[src/rtl/image_fetch_if.sv]
// BRAM port-B and pixel-stream bundle for image_fetch.
// master = fetch engine side, slave = memory/sink side.
interface image_fetch_if #(
    parameter int WIDTH = 8
);
    logic [10:0]      addrb;
    logic             enb;
    logic [3:0]       web;
    logic [31:0]      dinb;
    logic [31:0]      doutb;
    logic             pix_valid;
    logic             pix_ready;
    logic [WIDTH-1:0] pix_data;
    logic [9:0]       pix_idx;

    modport master (
        output addrb, enb, web, dinb, pix_valid, pix_data, pix_idx,
        input  doutb, pix_ready
    );

    modport slave (
        input  addrb, enb, web, dinb, pix_valid, pix_data, pix_idx,
        output doutb, pix_ready
    );
endinterface

[src/rtl/image_fetch.sv]
// Polls a BRAM mailbox word; when it reads all-ones, streams the packed image
// (last word first) as pixels, then clears the mailbox and pulses frame_done.
module image_fetch #(
    parameter int WIDTH     = 8,
    parameter int PIX_W     = 28,
    parameter int PIX_H     = 28,
    parameter int FLAG_ADDR = 196
) (
    input  logic          clk,
    input  logic          reset,
    input  logic          en,
    image_fetch_if.master bus,
    output logic          frame_done,
    output logic          busy
);
    localparam int NWORDS = PIX_W * PIX_H / 4;

    typedef enum logic [2:0] {
        S_IDLE, S_POLL, S_POLL_WAIT, S_RD, S_RD_WAIT, S_EMIT, S_CLEAR, S_DONE
    } state_t;

    state_t           r_state;
    logic [10:0]      r_addrb;
    logic             r_enb;
    logic [3:0]       r_web;
    logic [31:0]      r_dinb;
    logic             r_pix_valid;
    logic [WIDTH-1:0] r_pix_data;
    logic [9:0]       r_pix_idx;
    logic             r_frame_done;
    logic             r_busy;
    logic [10:0]      r_w;
    logic [1:0]       r_lane;
    logic [31:0]      r_hold;

    logic [1:0]       w_next_lane;
    logic [7:0]       w_next_byte;

    always_comb begin
        w_next_lane = r_lane + 2'd1;
        w_next_byte = r_hold[8*w_next_lane +: 8];
    end

    // Outputs are loaded on the edge entering each state, so they are valid
    // for the whole cycle spent in that state.
    always_ff @(posedge clk or negedge reset) begin
        if (!reset) begin
            r_state      <= S_IDLE;
            r_addrb      <= '0;
            r_enb        <= 1'b0;
            r_web        <= '0;
            r_dinb       <= '0;
            r_pix_valid  <= 1'b0;
            r_pix_data   <= '0;
            r_pix_idx    <= '0;
            r_frame_done <= 1'b0;
            r_busy       <= 1'b0;
            r_w          <= '0;
            r_lane       <= '0;
            r_hold       <= '0;
        end else begin
            r_enb        <= 1'b0;
            r_web        <= '0;
            r_frame_done <= 1'b0;
            case (r_state)
                S_IDLE: begin
                    if (en) begin
                        r_state <= S_POLL;
                        r_enb   <= 1'b1;
                        r_addrb <= 11'(FLAG_ADDR);
                        r_busy  <= 1'b1;
                    end
                end
                S_POLL: r_state <= S_POLL_WAIT;
                S_POLL_WAIT: begin
                    if (bus.doutb == '1) begin
                        r_w       <= 11'(NWORDS - 1);
                        r_pix_idx <= '0;
                        r_state   <= S_RD;
                        r_enb     <= 1'b1;
                        r_addrb   <= 11'(NWORDS - 1);
                    end else begin
                        r_state <= S_IDLE;
                        r_busy  <= 1'b0;
                    end
                end
                S_RD: r_state <= S_RD_WAIT;
                S_RD_WAIT: begin
                    r_hold      <= bus.doutb;
                    r_lane      <= '0;
                    r_pix_valid <= 1'b1;
                    r_pix_data  <= WIDTH'(bus.doutb[7:0]);
                    r_state     <= S_EMIT;
                end
                S_EMIT: begin
                    if (bus.pix_ready) begin
                        if (r_lane == 2'd3) begin
                            r_pix_valid <= 1'b0;
                            if (r_w == '0) begin
                                r_state <= S_CLEAR;
                                r_enb   <= 1'b1;
                                r_web   <= '1;
                                r_addrb <= 11'(FLAG_ADDR);
                                r_dinb  <= '0;
                            end else begin
                                // Index stays on the last pixel at frame end.
                                r_pix_idx <= r_pix_idx + 10'd1;
                                r_w       <= r_w - 11'd1;
                                r_addrb   <= r_w - 11'd1;
                                r_enb     <= 1'b1;
                                r_state   <= S_RD;
                            end
                        end else begin
                            r_lane     <= w_next_lane;
                            r_pix_data <= WIDTH'(w_next_byte);
                            r_pix_idx  <= r_pix_idx + 10'd1;
                        end
                    end
                end
                S_CLEAR: begin
                    r_state      <= S_DONE;
                    r_frame_done <= 1'b1;
                end
                S_DONE: begin
                    r_state <= S_IDLE;
                    r_busy  <= 1'b0;
                end
                default: begin
                    r_state <= S_IDLE;
                    r_busy  <= 1'b0;
                end
            endcase
        end
    end

    assign bus.addrb     = r_addrb;
    assign bus.enb       = r_enb;
    assign bus.web       = r_web;
    assign bus.dinb      = r_dinb;
    assign bus.pix_valid = r_pix_valid;
    assign bus.pix_data  = r_pix_data;
    assign bus.pix_idx   = r_pix_idx;
    assign frame_done    = r_frame_done;
    assign busy          = r_busy;
endmodule

[src/flat_wrapper.sv]
// flat-port wrapper written by rule: the top's interface ports become plain ports
module image_fetch_flat 
#(
    parameter int WIDTH     = 8,
    parameter int PIX_W     = 28,
    parameter int PIX_H     = 28,
    parameter int FLAG_ADDR = 196
)
  (clk, reset, en, frame_done, busy, bus_addrb, bus_enb, bus_web, bus_dinb, bus_pix_valid, bus_pix_data, bus_pix_idx, bus_doutb, bus_pix_ready);
  image_fetch_if #(.WIDTH(WIDTH)) bus_i ();
  input  logic clk;
  input  logic reset;
  input  logic en;
  output logic frame_done;
  output logic busy;
  output wire logic [$bits(bus_i.addrb)-1:0] bus_addrb;
  output wire logic [$bits(bus_i.enb)-1:0] bus_enb;
  output wire logic [$bits(bus_i.web)-1:0] bus_web;
  output wire logic [$bits(bus_i.dinb)-1:0] bus_dinb;
  output wire logic [$bits(bus_i.pix_valid)-1:0] bus_pix_valid;
  output wire logic [$bits(bus_i.pix_data)-1:0] bus_pix_data;
  output wire logic [$bits(bus_i.pix_idx)-1:0] bus_pix_idx;
  input wire logic [$bits(bus_i.doutb)-1:0] bus_doutb;
  input wire logic [$bits(bus_i.pix_ready)-1:0] bus_pix_ready;
  assign bus_addrb = bus_i.addrb;
  assign bus_enb = bus_i.enb;
  assign bus_web = bus_i.web;
  assign bus_dinb = bus_i.dinb;
  assign bus_pix_valid = bus_i.pix_valid;
  assign bus_pix_data = bus_i.pix_data;
  assign bus_pix_idx = bus_i.pix_idx;
  assign bus_i.doutb = bus_doutb;
  assign bus_i.pix_ready = bus_pix_ready;
  image_fetch #(.WIDTH(WIDTH), .PIX_W(PIX_W), .PIX_H(PIX_H), .FLAG_ADDR(FLAG_ADDR)) u_core (.clk(clk), .reset(reset), .en(en), .bus(bus_i), .frame_done(frame_done), .busy(busy));
endmodule
[config.mk]
export PLATFORM = sky130hd
export DESIGN_NAME = image_fetch_flat
export DESIGN_NICKNAME = d
export VERILOG_FILES = /design/src/rtl/image_fetch_if.sv /design/src/rtl/image_fetch.sv /design/src/flat_wrapper.sv
export SDC_FILE = /design/constraint.sdc
export NUM_CORES = 1
export LEC_CHECK = 0
export ABC_AREA = 0
export CORE_MARGIN = 8
export CORE_UTILIZATION = 53
export DETAILED_ROUTE_END_ITERATION = 16
export PLACE_DENSITY = 0.86
export SLEW_MARGIN = 5
export SYNTH_ARGS = -nofsm -noshare
export SYNTH_HDL_FRONTEND = slang
export SYNTH_SLANG_ARGS = --single-unit
export TNS_END_PERCENT = 50
[constraint.sdc]
create_clock -name clk -period 4 [get_ports clk]
set_input_delay 0.4 -clock clk [delete_from_list [all_inputs] [get_ports clk]]
set_output_delay 0.4 -clock clk [all_outputs]
set_load 0.01 [all_outputs]
* Word level (Yosys, flattened, before mapping) *
Index checks and enable logic that the tools add are counted.

word-level totals
  flip-flop bits (word level) = 85
  bits of input ports = 36
  output and inout port bits = 69
  logic and storage cells = 89

operators by class
  add/sub/neg operators = 3
  eq/ne operators = 17
  shift operators = 1
  mux-type cells = 43
  reduce and logical (&&, ||, !) cells = 13

operators with widths
  operator                 number
  $mux W11                 8
  $mux W10                 4
  $pmux W11 S3             1
  $eq A32 B32 Y1 const B   1
  $shiftx A32 B6 Y8        1
  $pmux W3 S8              1
  $pmux W11 S2             1
  $pmux W10 S2             1
  $mux W4                  4
  $mux W8                  2
  $pmux W8 S2              1
  $eq A3 B3 Y1 const B     4
  $mux W3                  4
  $reduce_and A3 Y1        4
  $logic_not A11 Y1        1
  $sub A11 B1 Y11 const B  1
  $add A10 B1 Y10 const B  1
  $ne A2 B2 Y1 const B     5
  $reduce_and A5 Y1        2
  $mux W1                  9
  $eq A3 B2 Y1 const B     2
  $mux W2                  3
  $pmux W1 S3              2
  $reduce_bool A3 Y1       2
  10 further kinds         12

* Logic depth before layout (Yosys ltp) *
  depth in word-level cells = 5
  gate-level depth with buffers = 8
  mapped depth without buffers = 7

* Worst setup path before layout *
No wires, ideal clock.

  path type = register to register
  from = register u_core.r_state[0]
  to = register u_core.r_addrb[2] (netlist: u_core.bus.addrb[2])
  setup time = 0.121 ns
  arrival = 1.936 ns
  required time = 3.879 ns
  setup slack = 1.942 ns
  cell stages (with the launch flop) = 7
  buffers on the path = 1
  period minus slack after synthesis = 2.058 ns
  cell sequence = dfrtp_1 > nand4b_1 > or4_1 > nor4_4 > o21ai_1 > buf_2 > o22a_1

on the way
  word-level cells in the longest chain between the ends = 3
  elaborated cells on any way between the ends = 10
  those cells by class = eq/ne: 6; mux: 1; reduce/logical: 3

RTL lines
  element                                         RTL line            RTL
  start, declared                                 image_fetch.sv:22   state_t r_state;
  start signal, assigned                          image_fetch.sv:48   r_state <= S_IDLE;
  start signal, assigned                          image_fetch.sv:68   r_state <= S_POLL;
  start signal, assigned                          image_fetch.sv:74   S_POLL: r_state <= S_POLL_WAIT;
  $eq A3 B2 Y1 (tied with other cells)            image_fetch.sv:65   case (r_state)
  $ne A2 B1 Y1 (no line) (tied with other cells)  n/a
  $reduce_and A5 Y1 (no line)                     n/a
  end signal, assigned                            image_fetch.sv:70   r_addrb <= 11'(FLAG_ADDR);
  end signal, assigned                            image_fetch.sv:81   r_addrb <= 11'(NWORDS - 1);
  end signal, assigned                            image_fetch.sv:103  r_addrb <= 11'(FLAG_ADDR);
  end, declared                                   image_fetch.sv:23   logic [10:0] r_addrb;

Several ways; a longest one is shown, not always the timed one.
A chain may end at the register's enable or synchronous reset.

* Final worst setup path *
  from = register u_core.r_state[0]
  to = register u_core.r_w[6]

on the way
  word-level cells in the longest chain between the ends = 3
  elaborated cells on any way between the ends = 9
  those cells by class = eq/ne: 6; mux: 1; reduce/logical: 2

RTL lines
  element                                         RTL line            RTL
  $eq A3 B3 Y1 or $eq A3 B2 Y1 (tied branches)    image_fetch.sv:65
  $ne A2 B2 Y1 (no line) (tied with other cells)  n/a
  $reduce_and A5 Y1 (no line)                     n/a
  end signal, assigned                            image_fetch.sv:77   r_w <= 11'(NWORDS - 1);
  end signal, assigned                            image_fetch.sv:108  r_w <= r_w - 11'd1;
  end, declared                                   image_fetch.sv:32   logic [10:0] r_w;

Several ways; a longest one is shown, not always the timed one.

==> impl_metrics.csv <==
group,metric,value,unit
global_routing,grt_max_degree,83,
detailed_routing,drtAntennaViolNets,0,
timing,maxSlewHeadroom,33.7,%
logic_synthesis,ys_seq_area_share,50.2,%
detailed_routing,first_pass_iters,4,
logic_synthesis,syn_area,4090,µm²
logic_synthesis,synth_simple_gate_area_share,13.4,%
logic_synthesis,ys_types,45,
logic_synthesis,syn_area_per_cell,11.0,µm²
global_routing,grt_pass1_vias,3212,
floorplanning,rows,32,
cts,cts-hold-fix-buffers,0,
finish,fillers,568,
cts,path_clk_slew,0.08,ns
timing,slew_violations,0,
placed_design,place_inst,527,
power,p_total,3.31,mW
logic_synthesis,async_flop_share,100,%
worst_setup_path,worstSetupPathType,"flip-flop to flip-flop",
timing,fmax,0.376,GHz
worst_setup_path,cp.arrival,2.92,ns
worst_setup_path,start_kind,"flip-flop",
timing,tightest_slew,0.995,ns
detailed_routing,vias,3016,
worst_setup_path,r2r-end,"u_core.r_w[6]",
global_routing,globalRouteOverflowTotal,0,
worst_setup_path,reg2reg_depth,6,
global_routing,grt_usage,18.3,%
logic_synthesis,synth-adder-area-share,1.23,%
timing,setup_viol,0,
global_routing,grt_use_met3,6.63,%
power,p_int,2.24,mW
finish,fin_area,5000,µm²
power,comb_power_share,35.0,%
worst_setup_path,crit_path_max_fanout,16,
floorplanning,start_util,53.7,%
power,cellPowerDensity,662,nW/µm²
hold_path,hp-class,"input port to async pin",
logic_synthesis,synth_compound_area_share,9.46,%
global_routing,grt_pass1_wl,16.1,mm
cts,htreeDepth,3,
detailed_routing,avgRoutedWirePerCell,17.5,µm
global_routing,use_met2,28.7,%
finish,layout_commonest_cell,"dfrtp_1",
logic_synthesis,synth_xor_area_share,3.00,%
global_routing,gr-usage-met1,22.1,%
finish,nets,476,
worst_setup_path,r2r_start,"u_core.r_state[0]",
finish,finalNonFillerCells,543,
cts,cts_made_buffers,9,
timing,whs,0.189,ns
detailed_routing,routed_wl,9.48,mm
power,ir_drop,0.281,mV
floorplanning,die_h,104,µm
finish,drive_gt1_share,14.7,%
detailed_routing,via_per_inst,5.55,
placed_design,pre_cts_ws,1.04,ns
timing,fin_ws,1.34,ns
floorplanning,die_area,10800,µm²
worst_setup_path,rrSetupSlack,1.34,ns
timing,timing.final.crit_period,2.66,ns
power,clkPwrFrac,23.7,%
finish,multi_input_area,1790,µm²
logic_synthesis,yosys_warnings,0,
power,switching_share,32.5,%
global_routing,grt.busiest_layer,"met2",
detailed_routing,drtIter0Drc,188,
floorplanning,core,7610,µm²
cts,clk_latency,0.36,ns
placed_design,place_area,4740,µm²
power,seqPwrFrac,41.4,%
cts,post_cts_buffers,0,
floorplanning,io_pins,105,
cts,cts.sinks,82,
power,power.leakage,2.23,nW
cts,root_buffer,"clkbuf_8",
power,p_sw,1.08,mW
logic_synthesis,synth_mux_area_share,13.8,%
cts,cts_buffer_depth,2,
floorplanning,die_w,104,µm
timing,setup-tns-final,0,ns
finish,layout_common_cells,"dfrtp_1, clkdlybuf4s50_1, nor2_1, mux2_2, conb_1",
placed_design,io_buffers,72,
worst_setup_path,cp-end-kind,"flip-flop",
timing,final.setup_skew,0.00781,ns
worst_setup_path,crit_required,4.26,ns
logic_synthesis,synth_edf_count,0,
timing,rsz0062_at_grt,"false",
logic_synthesis,ys_seq_elements,82,
finish,final_util,65.8,%
finish,regArea,2050,µm²
finish,area_growth,22.5,%
outcome,status,"finished, final reports clean",
logic_synthesis,synth_flop_cell,"dfrtp_1",
timing,final_hold_viol_count,0,
detailed_routing,drcViolationCount,0,
job,drv_cap,0,
cts,cts_resized,0,
logic_synthesis,synth_cells,371,
global_routing,antenna_found_initial,0,
finish,num_antenna_cells,0,
timing,min_period_over_period,66.5,%
logic_synthesis,synth_top_family_by_area,"multiplexers",
cts,cts_tree,"yes",
placed_design,gp_congestion,0.897,
placed_design,dp_hpwl,6.94,mm
flip-flops by register name (all words and copies together), names as in the netlist, 2 cells and up:
signal               count
u_core.bus.addrb        11
u_core.bus.pix_data      8
u_core.bus.pix_idx      10
u_core.r_hold           32
u_core.r_lane            2
u_core.r_state           3
u_core.r_w              11
power groups by stage:
stage	logic, mW	clock network (mW)	registers [mW]
after floorplan	0.827	0	1.30
after global placement	1.11	0	1.37
after detailed placement	1.15	0	1.38
after CTS	1.16	0.793	1.37
after global routing	1.27	0.825	1.41
final	1.16	0.784	1.37
critical path, stage by stage, from the launching register on:
cell and delay [ns]:
dfrtp_1 0.51, nand4b_1 0.23, or4_1 0.59, nor4_4 0.29
buf_4 0.25, o21ai_1 0.31, a221oi_1 0.37
metal layers:
| layer | part of all wire [%] | vias up |
|---|---|---|
| met5 | 0 | - |
| met4 | 2.4 | 0 |
| met3 | 7.4 | 18 |
| met2 | 49 | 122 |
| met1 | 41 | 1504 |
| li1 | - | 1372 |
worst max path at each step:
stage | slack, ns | start | cells after the start | endpoint
after floorplan | 1.94 | u_core.r_state[0] | 6 | u_core.bus.addrb[2]
after global placement | 1.11 | bus_doutb[5] | 7 | u_core.r_w[6]
after detailed placement | 1.04 | bus_doutb[6] | 7 | u_core.r_w[6]
after CTS | 1.34 | u_core.r_state[0] | 6 | u_core.r_w[6]
after global routing | 1.13 | u_core.r_state[0] | 6 | u_core.r_w[6]
final | 1.34 | u_core.r_state[0] | 6 | u_core.r_w[6]
cell families after synthesis:
logic type,count (synthesis)
other,1
muxes,42
buffers and inverters,60
AOI/OAI and AO/OA,58
and+or+nand+nor,110
adders and majority gates,4
DFF,82
xor gates and xnor gates,14
synthesized netlist by cell type (all sizes together) (2+ instances only):
master	n	area, µm²
and3	4	25.0
nor4	3	48.8
ha	4	50.1
nand4b	3	26.3
a21o	16	120
nand4	15	93.8
nand3	9	45.0
nand2b	2	12.5
nand2	30	113
dfrtp	82	2050
xnor2	2	17.5
o31ai	3	22.5
or3	2	12.5
inv	9	33.8
xor2	12	105
mux4	8	180
o21ai	12	60.1
a31oi	10	62.6
clkbuf	13	48.8
mux2	33	372
nor3	2	10.0
buf	38	277
nor2	36	135
nor2b	2	12.5
a21oi	6	30.0
area by class of cell:
type / instances / area share [%]
flip-flops and latches: 82 / 41.0
multi-input cells: 260 / 35.8
repair buffers: 74 / 14.6
clock inverters: 7 / 2.83
well taps: 102 / 2.55
clock buffers: 9 / 2.48
inverters: 9 / 0.675
Note: power is estimated with default switching activity, not from simulation.
